**config.mk**
```make
export PLATFORM = sky130hd
export DESIGN_NAME = lsu_handshake
export DESIGN_NICKNAME = d
export VERILOG_FILES = /design/src/rtl/lsu_handshake_pkg.sv /design/src/rtl/lsu_lane_align.sv /design/src/rtl/lsu_handshake.sv
export SDC_FILE = /design/constraint.sdc
export NUM_CORES = 1
export LEC_CHECK = 0
export ABC_AREA = 0
export CAP_MARGIN = 5
export CORE_AREA = 2 2 109 111
export DETAILED_ROUTE_END_ITERATION = 8
export DIE_AREA = 0 0 111 113
export DONT_BUFFER_PORTS = 1
export PLACE_DENSITY_LB_ADDON = 0.12
export SYNTH_ARGS = -nofsm -noshare
export SYNTH_HDL_FRONTEND = slang
export SYNTH_SLANG_ARGS = --single-unit
```
**constraint.sdc**
```tcl
create_clock -name clk -period 2.1 [get_ports clk]
set_clock_uncertainty 0.05 [all_clocks]
set_input_delay 0.21 -clock clk [delete_from_list [all_inputs] [get_ports clk]]
set_output_delay 0.21 -clock clk [all_outputs]
set_load 0.005 [all_outputs]
```
**src/rtl/lsu_handshake_pkg.sv**
```systemverilog
// ----------------------------------------------------------------------------
// lsu_handshake_pkg
// Shared definitions for the load/store unit and its lane-alignment helper:
//   - lsu_state_t : control FSM states
//   - F3_*        : RISC-V load/store func3 encodings
//   - CAUSE_*     : mcause codes reported on out_cause
//   - size_m1()   : access size minus one (byte count - 1) from func3[1:0]
// ----------------------------------------------------------------------------
package lsu_handshake_pkg;

    typedef enum logic [1:0] {
        ST_IDLE = 2'd0,
        ST_REQ  = 2'd1,
        ST_RESP = 2'd2,
        ST_DONE = 2'd3
    } lsu_state_t;

    localparam logic [2:0] F3_LB  = 3'b000;
    localparam logic [2:0] F3_LH  = 3'b001;
    localparam logic [2:0] F3_LW  = 3'b010;
    localparam logic [2:0] F3_LD  = 3'b011;
    localparam logic [2:0] F3_LBU = 3'b100;
    localparam logic [2:0] F3_LHU = 3'b101;
    localparam logic [2:0] F3_LWU = 3'b110;

    localparam logic [3:0] CAUSE_ILLEGAL     = 4'd2;
    localparam logic [3:0] CAUSE_LD_MISALIGN = 4'd4;
    localparam logic [3:0] CAUSE_LD_FAULT    = 4'd5;
    localparam logic [3:0] CAUSE_ST_MISALIGN = 4'd6;
    localparam logic [3:0] CAUSE_ST_FAULT    = 4'd7;

    // Access size minus one: 0, 1, 3 or 7. Doubles as the low-address
    // alignment mask for the access.
    function automatic logic [2:0] size_m1(input logic [1:0] sz);
        return 3'((4'd1 << sz) - 4'd1);
    endfunction

endpackage

```
**src/rtl/lsu_lane_align.sv**
```systemverilog
// ----------------------------------------------------------------------------
// lsu_lane_align
// Purely combinational byte-lane steering for a DATA_W-wide memory port.
//   off        in  byte offset of the access within the data word
//   func3      in  RISC-V load/store func3 (size in [1:0], unsigned in [2])
//   wdata      in  right-justified store data
//   rdata      in  full-width read data from memory
//   wstrb      out byte strobes: size mask shifted to the lane
//   wdata_lane out store data shifted onto its byte lane
//   rdata_ext  out read data shifted down and sign/zero extended
// ----------------------------------------------------------------------------
module lsu_lane_align
    import lsu_handshake_pkg::*;
#(
    parameter  int DATA_W = 32,
    localparam int STRB_W = DATA_W / 8,
    localparam int OFF_W  = $clog2(STRB_W)
) (
    input  logic [OFF_W-1:0]  off,
    input  logic [2:0]        func3,
    input  logic [DATA_W-1:0] wdata,
    input  logic [DATA_W-1:0] rdata,
    output logic [STRB_W-1:0] wstrb,
    output logic [DATA_W-1:0] wdata_lane,
    output logic [DATA_W-1:0] rdata_ext
);

    logic [7:0]        mask8;
    logic [DATA_W-1:0] rdata_sh;

    always_comb begin
        case (func3[1:0])
            2'd0:    mask8 = 8'h01;
            2'd1:    mask8 = 8'h03;
            2'd2:    mask8 = 8'h0F;
            default: mask8 = 8'hFF;
        endcase
    end

    assign wstrb      = STRB_W'(mask8) << off;
    assign wdata_lane = wdata << {off, 3'b000};
    assign rdata_sh   = rdata >> {off, 3'b000};

    always_comb begin
        rdata_ext = rdata_sh;
        case (func3)
            F3_LB:   rdata_ext = DATA_W'($signed(rdata_sh[7:0]));
            F3_LH:   rdata_ext = DATA_W'($signed(rdata_sh[15:0]));
            F3_LW:   rdata_ext = DATA_W'($signed(rdata_sh[31:0]));
            F3_LBU:  rdata_ext = DATA_W'(rdata_sh[7:0]);
            F3_LHU:  rdata_ext = DATA_W'(rdata_sh[15:0]);
            F3_LWU:  rdata_ext = DATA_W'(rdata_sh[31:0]);
            F3_LD:   rdata_ext = rdata_sh;
            default: rdata_ext = rdata_sh;
        endcase
    end

endmodule

```
**src/rtl/lsu_handshake.sv**
```systemverilog
// ----------------------------------------------------------------------------
// lsu_handshake
// Multi-cycle load/store unit: accepts one op from execute (in_*), issues an
// aligned request with strobes on the memory port (mem_req_*), waits for the
// response (mem_resp_*) with a timeout, and returns the extended result to
// writeback (out_*). Asynchronous active-low reset on rst.
//   in_valid/in_ready      op handshake from execute
//   in_addr/in_wdata       effective address, right-justified store data
//   in_func3/in_store      RISC-V func3 and load/store select
//   out_valid/out_ready    result handshake to writeback
//   out_rdata              extended load data, 0 for stores and faults
//   out_err/out_cause      fault flag and mcause code
//   mem_req_*              request port (addr aligned to DATA_W/8)
//   mem_resp_*             response port
// Optional build macro: LSU_MISALIGN_TRAP_EN -- misaligned ops trap with
// cause 4/6 instead of being force-aligned.
// ----------------------------------------------------------------------------
module lsu_handshake
    import lsu_handshake_pkg::*;
#(
    parameter  int DATA_W  = 32,
    parameter  int ADDR_W  = 32,
    parameter  int TIMEOUT = 255,
    localparam int STRB_W  = DATA_W / 8
) (
    input  logic              clk,
    input  logic              rst,
    input  logic              in_valid,
    output logic              in_ready,
    input  logic [ADDR_W-1:0] in_addr,
    input  logic [DATA_W-1:0] in_wdata,
    input  logic [2:0]        in_func3,
    input  logic              in_store,
    output logic              out_valid,
    input  logic              out_ready,
    output logic [DATA_W-1:0] out_rdata,
    output logic              out_err,
    output logic [3:0]        out_cause,
    output logic              mem_req_valid,
    input  logic              mem_req_ready,
    output logic [ADDR_W-1:0] mem_req_addr,
    output logic              mem_req_wen,
    output logic [DATA_W-1:0] mem_req_wdata,
    output logic [STRB_W-1:0] mem_req_wstrb,
    input  logic              mem_resp_valid,
    input  logic [DATA_W-1:0] mem_resp_rdata,
    input  logic              mem_resp_err
);

    localparam int OFF_W = $clog2(STRB_W);
    localparam int CNT_W = $clog2(TIMEOUT + 1);

    lsu_state_t        state_reg, state_next;
    logic [ADDR_W-1:0] addr_reg, addr_next;
    logic [DATA_W-1:0] wdata_reg, wdata_next;
    logic [2:0]        func3_reg, func3_next;
    logic              store_reg, store_next;
    logic [DATA_W-1:0] rdata_reg, rdata_next;
    logic              err_reg, err_next;
    logic [3:0]        cause_reg, cause_next;
    logic [CNT_W-1:0]  cnt_reg, cnt_next;

    logic              illegal_op;
    logic [OFF_W-1:0]  off_aligned;
    logic [STRB_W-1:0] lane_wstrb;
    logic [DATA_W-1:0] lane_wdata;
    logic [DATA_W-1:0] lane_rdata;
    logic [3:0]        fault_cause;

    // Sizes wider than the port (ld/lwu on 32-bit) and 111 are illegal;
    // stores have no unsigned variants.
    assign illegal_op = (in_store && in_func3[2]) || (in_func3 == 3'b111) ||
                        ((DATA_W == 32) && ((in_func3 == F3_LD) || (in_func3 == F3_LWU)));

`ifdef LSU_MISALIGN_TRAP_EN
    logic misalign_op;
    assign misalign_op = |(in_addr[OFF_W-1:0] & OFF_W'(size_m1(in_func3[1:0])));
`endif

    // Clearing the low offset bits to size alignment keeps every access
    // inside one data word. With the trap enabled misaligned ops never reach
    // REQ, so this masking is a no-op there.
    assign off_aligned = addr_reg[OFF_W-1:0] & ~OFF_W'(size_m1(func3_reg[1:0]));
    assign fault_cause = store_reg ? CAUSE_ST_FAULT : CAUSE_LD_FAULT;

    lsu_lane_align #(.DATA_W(DATA_W)) u_lane_align (
        .off        (off_aligned),
        .func3      (func3_reg),
        .wdata      (wdata_reg),
        .rdata      (mem_resp_rdata),
        .wstrb      (lane_wstrb),
        .wdata_lane (lane_wdata),
        .rdata_ext  (lane_rdata)
    );

    always_ff @(posedge clk or negedge rst) begin
        if (!rst) begin
            state_reg <= ST_IDLE;
            addr_reg  <= '0;
            wdata_reg <= '0;
            func3_reg <= '0;
            store_reg <= 1'b0;
            rdata_reg <= '0;
            err_reg   <= 1'b0;
            cause_reg <= '0;
            cnt_reg   <= '0;
        end else begin
            state_reg <= state_next;
            addr_reg  <= addr_next;
            wdata_reg <= wdata_next;
            func3_reg <= func3_next;
            store_reg <= store_next;
            rdata_reg <= rdata_next;
            err_reg   <= err_next;
            cause_reg <= cause_next;
            cnt_reg   <= cnt_next;
        end
    end

    always_comb begin
        state_next = state_reg;
        addr_next  = addr_reg;
        wdata_next = wdata_reg;
        func3_next = func3_reg;
        store_next = store_reg;
        rdata_next = rdata_reg;
        err_next   = err_reg;
        cause_next = cause_reg;
        cnt_next   = cnt_reg;
        case (state_reg)
            ST_IDLE: begin
                if (in_valid) begin
                    addr_next  = in_addr;
                    wdata_next = in_wdata;
                    func3_next = in_func3;
                    store_next = in_store;
                    rdata_next = '0;
                    err_next   = 1'b0;
                    cause_next = '0;
                    if (illegal_op) begin
                        err_next   = 1'b1;
                        cause_next = CAUSE_ILLEGAL;
                        state_next = ST_DONE;
                    end
`ifdef LSU_MISALIGN_TRAP_EN
                    else if (misalign_op) begin
                        err_next   = 1'b1;
                        cause_next = in_store ? CAUSE_ST_MISALIGN : CAUSE_LD_MISALIGN;
                        state_next = ST_DONE;
                    end
`endif
                    else begin
                        state_next = ST_REQ;
                    end
                end
            end
            ST_REQ: begin
                if (mem_req_ready) begin
                    cnt_next   = '0;
                    state_next = ST_RESP;
                end
            end
            ST_RESP: begin
                // A response in the timeout cycle still wins.
                if (mem_resp_valid) begin
                    if (mem_resp_err) begin
                        err_next   = 1'b1;
                        cause_next = fault_cause;
                    end else begin
                        rdata_next = store_reg ? '0 : lane_rdata;
                    end
                    state_next = ST_DONE;
                end else if (cnt_reg == CNT_W'(TIMEOUT - 1)) begin
                    err_next   = 1'b1;
                    cause_next = fault_cause;
                    state_next = ST_DONE;
                end else begin
                    cnt_next = cnt_reg + CNT_W'(1);
                end
            end
            ST_DONE: begin
                if (out_ready) begin
                    state_next = ST_IDLE;
                end
            end
            default: state_next = ST_IDLE;
        endcase
    end

    // Outputs are qualified by state so everything reads 0 outside the
    // phase that owns it, including immediately after an async reset.
    assign in_ready      = (state_reg == ST_IDLE);
    assign mem_req_valid = (state_reg == ST_REQ);
    assign mem_req_addr  = mem_req_valid ? {addr_reg[ADDR_W-1:OFF_W], OFF_W'(0)} : '0;
    assign mem_req_wen   = mem_req_valid & store_reg;
    assign mem_req_wdata = mem_req_valid ? lane_wdata : '0;
    assign mem_req_wstrb = mem_req_valid ? lane_wstrb : '0;
    assign out_valid     = (state_reg == ST_DONE);
    assign out_rdata     = out_valid ? rdata_reg : '0;
    assign out_err       = out_valid & err_reg;
    assign out_cause     = out_valid ? cause_reg : '0;

endmodule

```
### After elaboration in Yosys (flattened, before gate mapping)

Cells that the tools add are included.

| word-level totals | value |
|---|---|
| output and inout port bits | 109 |
| input bits | 107 |
| word-level logic and storage cells | 90 |
| bits in writable memories | 0 |
| bits in read-only memories | 0 |
| memories | 0 |
| register bits after elaboration | 115 |
| latch bits | 0 |

| cells by class | value |
|---|---|
| add/sub/neg operators | 2 |
| bitwise gates (word level) | 4 |
| $mul | 0 |
| reduce and logical (&&, ||, !) cells | 14 |
| muxes and demuxes | 36 |
| div/mod/pow operators | 0 |
| magnitude comparators | 0 |
| shift operators | 4 |
| eq/ne operators | 21 |

Operator list:

| cell | number |
|---|---|
| two-way mux 32 bit | 7 |
| one-hot mux 32 bit (4 select lines) | 1 |
| one-hot mux 32 bit (2 select lines) | 1 |
| left shift 32 x 5 -> 32 bit | 1 |
| right shift 32 x 5 -> 32 bit | 1 |
| two-way mux 4 bit | 6 |
| two-way mux 8 bit | 3 |
| two-way mux 2 bit | 8 |
| one-hot mux 8 bit (2 select lines) | 1 |
| AND reduction 4 bit | 4 |
| == test 3 bit (second input constant) | 4 |
| one-hot mux 4 bit (3 select lines) | 1 |
| inequality test 2 bit (second input constant) | 5 |
| adder 8 x 1 -> 8 bit (second input constant) | 1 |
| == test 8 bit (second input constant) | 1 |
| one-hot mux 2 bit (4 select lines) | 1 |
| one-hot mux 4 bit (2 select lines) | 1 |
| == test 2 bit (second input constant) | 3 |
| inequality test 3 bit (second input constant) | 2 |
| two-way mux 1 bit | 5 |
| == test 2 x 1 -> 1 bit (second input constant) | 2 |
| zero test 2 bit | 2 |
| inequality test 2 x 1 -> 1 bit (second input constant) | 2 |
| nonzero test 2 bit | 2 |
| other kinds (13) | 16 |

### Longest topological paths before layout

Gate-level depths: netlist of the first run.

| depth | value |
|---|---|
| word-level depth | 10 |
| mapped depth | 10 |
| depth with buffers taken out | 7 |

### By module

From an unflattened synthesis of the first run, not the netlist that was laid out.

| second synthesis, totals | value |
|---|---|
| cell total of the unflattened synthesis | 705 |
| area total of the unflattened synthesis | 6,841.6 um2 |

By module, submodules not included:

| module | sequential area each (um2) | cells an instance | instances | area each (um2) |
|---|---|---|---|---|
| lsu_handshake | 2,827.7 | 497 | 1 | 5,378.9 |
| lsu_lane_align | 0.0 | 208 | 1 | 1,462.7 |

### Worst setup path after synthesis of the first run

OpenSTA, ideal clock, no wires.

| timing | value |
|---|---|
| kind | reg-to-reg |
| start point | reg func3_reg[1] |
| end point | reg rdata_reg[24] |
| buffers on the path | 2 |
| required time | 1,924 ps |
| library setup time | 126 ps |
| cell stages (with the launch flop) | 10 |
| setup slack | -219 ps |
| clock period less this slack | 2,319 ps |
| arrival time | 2,143 ps |
| path through | dfrtp_1 > buf_2 > nor2_1 > inv_1 > ha_1 > and2_4 > mux4_2 > nor4bb_1 > buf_2 > a221o_1 |

| between the ends | value |
|---|---|
| cells in the longest elaborated chain, start to end | 10 |
| elaborated cells between the ends (all ways) | 14 |
| classes of those cells | 1 x add/sub; 3 x eq/ne; 2 x shift; 5 x mux; 2 x bitwise; 1 x reduce/logical |

Ends and longest elaborated chain:

| item | RTL line | RTL |
|---|---|---|
| from (decl) | lsu_handshake.sv:56 | `logic [2:0] func3_reg, func3_next;` |
| from (signal assigned) | lsu_handshake.sv:111 | `func3_reg <= func3_next;` |
| left shift 1 x 2 -> 2 bit | lsu_handshake_pkg.sv:35 | `return 3'((4'd1 << sz) - 4'd1);` |
| subtractor 2 x 1 -> 2 bit | lsu_handshake_pkg.sv:35 |  |
| NOT 2 bit | lsu_handshake.sv:83 | `assign off_aligned = addr_reg[OFF_W-1:0] & ~OFF_W'(size_m1(func3_reg[1:0]));` |
| bitwise AND 2 bit | lsu_handshake.sv:83 |  |
| right shift 32 x 5 -> 32 bit | lsu_lane_align.sv:42 | `assign rdata_sh = rdata >> {off, 3'b000};` |
| one-hot mux 32 bit (4 select lines) (*) | lsu_lane_align.sv:46 | `case (func3)` |
| two-way mux 32 bit (*) | lsu_handshake.sv:170 | `rdata_next = store_reg ? '0 : lane_rdata;` |
| two-way mux 32 bit (*) | lsu_handshake.sv:166 | `if (mem_resp_err) begin` |
| two-way mux 32 bit (*) | lsu_handshake.sv:165 | `if (mem_resp_valid) begin` |
| one-hot mux 32 bit (2 select lines) (*) | lsu_handshake.sv:130 | `case (state_reg)` |
| to (signal assigned) | lsu_handshake.sv:113 | `rdata_reg <= rdata_next;` |
| to (decl) | lsu_handshake.sv:58 | `logic [DATA_W-1:0] rdata_reg, rdata_next;` |

Every way passes the cells marked *; elsewhere a longest branch is shown, timed or not. The select of a mux whose other input is x is not followed.
A chain may end at the register's enable or synchronous reset.

### Worst setup path after layout of the first run

| timing | value |
|---|---|
| start point | reg func3_reg[0] |
| end point | out mem_req_wdata[29] |

| between the ends | value |
|---|---|
| cells in the longest elaborated chain, start to end | 6 |

Ends and longest elaborated chain:

| item | RTL line | RTL |
|---|---|---|
| left shift 1 x 2 -> 2 bit | lsu_handshake_pkg.sv:35 |  |
| subtractor 2 x 1 -> 2 bit | lsu_handshake_pkg.sv:35 |  |
| NOT 2 bit | lsu_handshake.sv:83 |  |
| bitwise AND 2 bit | lsu_handshake.sv:83 |  |
| left shift 32 x 5 -> 32 bit | lsu_lane_align.sv:41 | `assign wdata_lane = wdata << {off, 3'b000};` |
| two-way mux 32 bit | lsu_handshake.sv:196 | `assign mem_req_wdata = mem_req_valid ? lane_wdata : '0;` |
| to (decl) | lsu_handshake.sv:43 | `output logic [DATA_W-1:0] mem_req_wdata,` |

No other way between the ends.

==> results of run 1 <==
-- through the flow --
step / instances / TNS (ps) / hold slack (ps)
after CTS: 878 / -5624 / -565.4
after global placement: 738 / -2518 / -132.7
after global routing: 884 / -13190 / -575.4
after floorplan: 609 / -935.8 / -135.6
after detailed placement: 738 / -3680 / -133.3
final: 884 / -7939 / -560.2
-- synthesized netlist by cell type (all sizes together) (3+ instances only) --
cell | instances | share of area
ha | 7 | 0.014
a32o | 8 | 0.013
a221o | 10 | 0.016
nor2 | 11 | 0.0067
mux2 | 68 | 0.12
dfrtp | 113 | 0.46
a21oi | 16 | 0.013
nand3 | 28 | 0.023
o211ai | 19 | 0.023
and2 | 83 | 0.085
o22ai | 8 | 0.0081
buf | 25 | 0.020
nor3 | 3 | 0.0032
mux2i | 26 | 0.042
clkbuf | 20 | 0.012
nor3b | 3 | 0.0045
inv | 5 | 0.0030
and3 | 11 | 0.011
nand2 | 102 | 0.062
and4 | 4 | 0.0057
nand2b | 5 | 0.0051
-- cells by family after synthesis --
kind of cell	Yosys count	share of synthesized area
muxes	96	0.1737
adders and majority gates	7	0.01420
DFF	113	0.4585
other	1	0.0006081
and+or+nand+nor	264	0.2236
buffers and inverters	50	0.03510
AOI/OAI and AO/OA	76	0.09434
-- metal layers --
layer | part of all wire | global-route usage | wire, µm | vias to the layer above
met5 | 0 | 0 | 0 | -
met4 | 0.023 | 0.08917 | 431 | 0
met3 | 0.081 | 0.09373 | 1521 | 40
met2 | 0.49 | 0.4945 | 9297 | 254
met1 | 0.40 | 0.3602 | 7579 | 2610
li1 | - | - | - | 2380
-- worst max-delay path, cell delays in order (launching register included) --
cell and delay (ps):
sky130_fd_sc_hd__dfrtp_2 440, sky130_fd_sc_hd__nor2_4 130, sky130_fd_sc_hd__inv_2 60, sky130_fd_sc_hd__ha_4 240, sky130_fd_sc_hd__and2_4 160, sky130_fd_sc_hd__buf_12 140
sky130_fd_sc_hd__buf_16 140, sky130_fd_sc_hd__nand2_1 60, sky130_fd_sc_hd__nand3_1 70, sky130_fd_sc_hd__and3_1 210
-- final cells by class --
type | count | share of cell area
inverters | 5 | 0.002169
clock buffers | 21 | 0.05437
clock inverters | 11 | 0.01504
well taps | 143 | 0.02068
multi-input cells | 447 | 0.4047
repair buffers | 144 | 0.1760
flip-flops and latches | 113 | 0.3271
-- power by group through the flow --
stage	registers [mW]	clock network, mW	logic (mW)
after CTS	3.74	2.93	5.90
final	3.83	2.91	6.82
after global placement	3.71	0	4.80
after global routing	3.93	3.02	7.32
after detailed placement	3.75	0	4.93
after floorplan	3.52	0	3.75
-- cells in the final DEF (no fill, tap or decap), drive strengths merged, types with 2 or more instances in the layout --
cell type	Yosys	routed
a21oi	16	16
a221o	10	10
a31oi	2	2
a32o	8	8
a41oi	2	2
and2	83	83
and3	11	11
and4	4	4
buf	25	58
bufinv	0	2
clkbuf	20	22
clkinvlp	0	7
conb	1	3
dfrtp	113	113
dlygate4sd3	0	85
ha	7	7
inv	5	6
mux2	68	68
mux2i	26	26
mux4	2	2
nand2	102	102
nand2b	5	5
nand3	28	28
nand4	2	2
nand4b	2	2
nor2	11	12
nor2b	2	2
nor3	3	3
nor3b	3	3
o211ai	19	19
o21ai	2	2
o22ai	8	8
o32a	2	2
-- worst max-delay path by stage --
stage	start	endpoint	depth (start not counted)
floorplan	func3_reg[1]	rdata_reg[24]	9
global route	func3_reg[0]	mem_req_wdata[24]	9
global placement	func3_reg[0]	rdata_reg[30]	7
detailed placement	func3_reg[0]	rdata_reg[25]	7
finish	func3_reg[0]	mem_req_wdata[29]	9
CTS	func3_reg[0]	mem_req_wdata[25]	9
-- timing repair --
action	CTS	global route
setup buffers	18	8
pin swaps	3	22
setup endpoints to repair	55	72
hold endpoints to repair	198	113
gates cloned	5	1
resized for setup	29	80
==> flow_results.org, run 1 <==
** Outcome
- The run finished, with violations left.
- The checks that failed: hold timing, setup timing.

** Synth
- After technology mapping, the gate count stands at just over 600.
- After synthesis the cells add up to 6167 µm².
- Async SR Flop Fraction :: 1.000
- Sequential-to-total area share from yosys stat :: 0.4585
- In the synthesized netlist the dominant register cell turns out to be sky130_fd_sc_hd__dfrtp_1.
- In this run the mean area of a mapped cell was 10.16 µm².
- Netlist cell types :: 51
- Flop and latch count out of synthesis :: about 110
- Yosys mapped a number of flops with a built-in enable equal to 0.
- Yosys synthesis warning count :: 0

** Route
- Wires add up to about 19 mm.
- Detailed-route via count :: 5284
- Post-DRT Antenna Nets :: 0
- The detailed router finished its first iteration with about 470 violations.
- After detailed routing, the number of remaining DRC violations is 0.
- DR WL/cell :: 21.30 µm
- Via count normalized by instance count :: around 6.0
- DR pass1 iterations :: 5

** Floorplan
- The floorplan has 39 rows.
- The core region is between 10000 and 15000 µm².
- In this run the vertical extent of the chip is ~110 µm.
- Top-level port count :: 216
- Chip Width :: ~110 µm
- Initial Util :: 0.5471
- The die covers approximately 13000 µm².

** Worst setup path
- STA puts the critical path data required time at about 1800 ps.
- Sort of element at the end of the critical path :: output pin
- Arrival time worst endpoint :: between 2000 and 2500 ps
- For flop-to-flop paths, the worst setup slack is -150 ps.
- The worst setup path is launched from a register.
- Counting cells, the worst reg-to-reg path comes to 7.
- Startpoint-to-endpoint class of the critical path :: register to output pin
- Crit-path max FO :: 5
- The startpoint identified for the worst register-to-register timing path is func3_reg[0].
- Reg-to-Reg End :: rdata_reg[25]

** Timing
- Post-route worst hold slack :: -560.2 ps
- The count of endpoints failing hold in the final timing report came to between 100 and 150.
- Across all setup checks in the final design, the least slack found is -223.5 ps.
- Static timing analysis puts the maximum clock frequency at 430.4 MHz.
- Dividing the final minimum period by the clock period gives 1.106.
- The max-slew violation count was 0.
- Rel. slew slack :: 0.6530
- Final setup violation count :: between 60 and 70
- Post-layout min period :: 2323 ps
- Slew at the pin closest to its max-slew limit :: 516.5 ps
- Setup repair after global routing could not meet its margin everywhere.

** Power
- The share of total power dissipated in combinational logic is 0.503.
- Reported net switching power :: 5.172 mW
- Of the total power, the clock network draws 0.215.
- Cell-internal power :: roughly 8.4 mW
- Summing internal, switching and leakage power gives between 10 and 15 mW.
- In this run the power density over the cells is around 1600 nW/µm².
- Of the total power, the share spent switching nets is 0.3814.
- VDD IR max :: between 900 and 1000 µV
- Proportion of power drawn by flip-flops and latches :: 0.282
- Summed over all cells, the static leakage comes to around 3.8 nW.

** Final layout
- Sequential cell area :: around 2800 µm²
- In the final layout, the share of cells above drive strength 1 is 0.3212.
- In the final design database the tool counted 842 nets.
- The layout has just over 700 filler cells.
- Layout overhead on the synthesized area :: 40.31%
- The repair_antennas step left the layout with diodes totalling 0.
- End-of-flow core utilization :: 0.7677
- After routing the design area is between 8000 and 9000 µm².
- Multi-input combinational cell area :: about 3500 µm²

** Run
- Max-cap violations :: 0

** Global routing
- GR Overflow Total :: 0
- Wire length of the first global-routing pass :: approximately 29 mm
- Entering global routing, the biggest net connects 114 pins.
- GRT Util Overall :: 0.2921
- Vias in the first global route :: 5463
- The number of antenna violations at the first check in global routing came to 0.

** Placed design
- Final RePlAce weighted congestion :: 0.8789
- Port Buf Inserts :: 0
- At the placement stage, the worst setup path has a slack of -436.7 ps.
- In this run the cell area measured after placement is 6492 µm².
- Post-detailed-placement half-perimeter wirelength :: roughly 11 mm

** Clock tree
- The H-tree was split into 4 levels.
- For the worst-skew pair, the clock arrives at the later sink with an insertion delay of between 400 and 500 ps.
- TritonCTS built the clock tree.
- The cell sitting at the root of the clock tree is a sky130_fd_sc_hd__clkbuf_16.
- After clock tree synthesis, the clock-pin slew on the worst setup and hold paths is around 50 ps.
- The clock net in this run drives a total of 113 sinks.
- Buffers inserted during clock tree synthesis total 17.
- Maximum buffer depth of the clock tree :: 2
- Number of hold buffers added after cts :: 85

** Hold path
- Path class of the lowest-slack min-delay path :: input pin to async pin
Power figures use the tool's default switching activity.
==> run 2: changes to the inputs <==
Clock period 2.1 ns to 2.9 ns, I/O delays scaled along.
==> flow_results.org, run 2 (same netlist as run 1, synthesis figures left out) <==
** Power
- Sw Ratio :: 0.3698 (-0.01162)
- Lkg Pwr :: 3.402 nW (-9.6%)
- The share of total power in the clock network was 0.261 (+0.046).
- Combinational power share :: 0.415 (-0.088)
- Reported net switching power :: 3.106 mW (-40%)
- The internal power consumption was 5.293 mW (-37%).
- The final total power came to 8.399 mW (-38%).
- VDD IR max :: 644.3 µV (-35%)
- Pwr per Cell Area :: 1089 nW/µm² (-30%)
- Proportion of power drawn by flip-flops and latches :: 0.324 (+0.042)

** Global routing
- Wire length of the first global-routing pass :: 26.66 mm (-7.7%)
- The aggregate global routing overflow came to 0 (unchanged).
- The number of antenna violations at the first check in global routing came to 0 (unchanged).
- Largest net degree at the start of global routing :: 114 (unchanged)
- The via count of the first global-routing pass came to 4965 (-9.1%).
- GRT Util Overall :: 0.2697 (-0.02233)

** Worst setup path
- Arrival time worst endpoint :: 2340 ps (+280 ps)
- On the critical path, the stage with the largest delay is an instance of sky130_fd_sc_hd__dfrtp_1.
- Startpoint-to-endpoint class of the critical path :: register to output pin
- Crit-path max FO :: 37 (+32)
- CP startpoint kind :: register
- STA classifies the critical path endpoint as an output pin.
- The worst endpoint required time is 2560 ps (+720 ps).
- The delay contributed by the slowest stage of the critical path came to 460 ps (+20 ps).
- Worst path cell trace :: nor2_1 -> inv_1 -> ha_1 -> and2_4 -> buf_8 -> nand2_1 -> o22ai_1 -> and2_1

** Final layout
- ANT cells :: 0 (unchanged)
- Number of inserted filler cells in the final layout :: 806 (+14%)
- The core utilization of the finished layout is 0.6840 (-0.08369).
- Layout overhead on the synthesized area :: 25.02%
- Commonest non-fill, non-tap cell in the layout :: sky130_fd_sc_hd__dfrtp_1
- In the layout the commonest cells are sky130_fd_sc_hd__dfrtp_1 (113), sky130_fd_sc_hd__nand2_1 (100), sky130_fd_sc_hd__and2_1 (82).
- Share of final-layout standard cells stronger than drive strength 1 :: 0.1790 (-0.1421)
- The final-stage net count came to 789 (-6.3%).

** Floorplan
- The die extent in y is 113 µm (unchanged).
- The number of top-level design ports came to 216 (unchanged).
- The placeable core region came to 11270 µm² (unchanged).
- Count of standard-cell rows :: 39 (unchanged)
- The starting density of the core was 0.5471 (unchanged).
- Chip Width :: 111 µm (unchanged)
- Die footprint :: 12540 µm² (unchanged)

** Route
- DR pass1 iterations :: 6 (+1)
- The post-detailed-route wirelength per cell came to 19.90 µm (-6.6%).
- The DRC violation total after the first TritonRoute iteration came to 340 (-27%).
- Number of remaining DRC errors :: 0 (unchanged)
- Wirelength, routed :: 16.52 mm (-12%)
- Post-DRT Antenna Nets :: 0 (unchanged)
- Via count normalized by instance count :: 6.007 (+0.50%)
- Detailed-route via count :: 4986 (-5.6%)

** Outcome
- Violations in the final reports :: hold timing
- Status :: complete, but fails checks

** Clock tree
- Clock network latency to the later pin of the worst-skew pair :: 420 ps (about the same)
- The clock slew at the register clock pins of the worst setup and hold paths is 50 ps (about the same).
- The maximum clock insertion buffer count came to 2 (unchanged).
- The number of clock buffers inserted by TritonCTS came to 17 (unchanged).
- CTS tree :: done
- The tree is rooted in a sky130_fd_sc_hd__clkbuf_16.
- Clock Sinks :: 113 (unchanged)
- Number of hold buffers added after cts :: 76 (-11%)
- Maximum level of the CTS H-tree :: 4 (unchanged)

** Timing
- The count of endpoints failing hold in the final timing report came to 113 (-1.7%).
- Post-layout min period :: ~2700 ps
- Highest attainable clock frequency :: 372.8 MHz
- The post-route setup TNS was 0 ps (+7939 ps).
- Final Max Tran Viols :: 0 (unchanged)
- The actual slew at the worst max-slew pin came to 880.0 ps (+363.5 ps).
- The headroom to the max-slew limit came to 0.4119 (-0.2411).
- Final setup violation count :: 0 (-100%)
- Share of the clock period used by the worst path :: 0.9249
- The worst slack on hold paths came to -482.3 ps (+77.92 ps).
- Setup repair after global routing left no endpoint under its margin.

** Hold path
- The min-delay analysis places its worst path in the category input pin to async pin.

** Placed design
- The quantity of I/O buffers inserted on ports was 0 (unchanged).
- The last weighted congestion value of the routability-driven placer is 0.8340 (-5.1%).
- The detailed-placement wirelength estimate came to 10.84 mm (-3.9%).

** Run
- The max-capacitance violation count came to 0 (unchanged).
## run 2: final cells by class
class / count / area, µm² / share of cell area
clock buffers: 21 / 460.4 / 0.05972
clock inverters: 10 / 158.9 / 0.02061
multi-input cells: 446 / 3161 / 0.4099
flip-flops and latches: 113 / 2828 / 0.3668
inverters: 5 / 18.77 / 0.002434
well taps: 143 / 178.9 / 0.02321
repair buffers: 92 / 904.6 / 0.1173
## run 2: timing repair
action                     in CTS  in global routing
hold endpoints to repair      189                113
resized for setup               2                  5
buffers inserted                0                  0
setup endpoints to repair      10                 26
## run 2: final timing paths
| check | from | to | slack, ps | cells past startpoint |
|---|---|---|---|---|
| worst max register to register | func3_reg[1] | rdata_reg[27] | 270 | 7 |
| min in group clk | mem_resp_rdata[19] | rdata_reg[19] | 50 | 2 |
| worst min-delay path | rst | rdata_reg[21] | -480 | 0 |
| worst min register to register | cause_reg[0] | cause_reg[0] | 430 | 1 |
| max in group asynchronous | rst | cause_reg[0] | 3090 | 0 |
| worst max-delay path | func3_reg[1] | mem_req_wdata[19] | 220 | 8 |
## run 2: routing by layer
layer,track usage,vias up,wire length [µm]
met5,0,-,0
li1,-,2285,-
met1,0.3462,2443,6819
met4,0.09083,0,394
met2,0.4323,226,8015
met3,0.09213,32,1287
## run 2: critical path, delay by kind of cell (launching register included)
kind                       cells  cell delay (ps)
AOI/OAI and AO/OA              1              160
adders and majority gates      1              300
buffers and inverters          2              320
DFF                            1              460
and+or+nand+nor                4              670
## run 2: through the flow
step                instance area, µm²  hold WS (ps)  setup WS, ps  std cells
CTS                               7691        -501.7         53.78        830
global placement                  6302        -52.67         183.4        723
global route                      7710        -505.7         43.48        830
finish                            7710        -482.3         217.9        830
detailed placement                6302        -52.16         39.96        723
floorplan                         6175        -55.59         581.3        609
## run 2: power by group through the flow
stage	sequential (mW)	combinational, mW	clock [mW]
3_3_place_gp	2.68	3.25	0
2_1_floorplan	2.54	2.67	0
5_1_grt	2.80	3.84	2.30
3_5_place_dp	2.71	3.32	0
6_report	2.72	3.49	2.19
4_1_cts	2.69	3.42	2.23
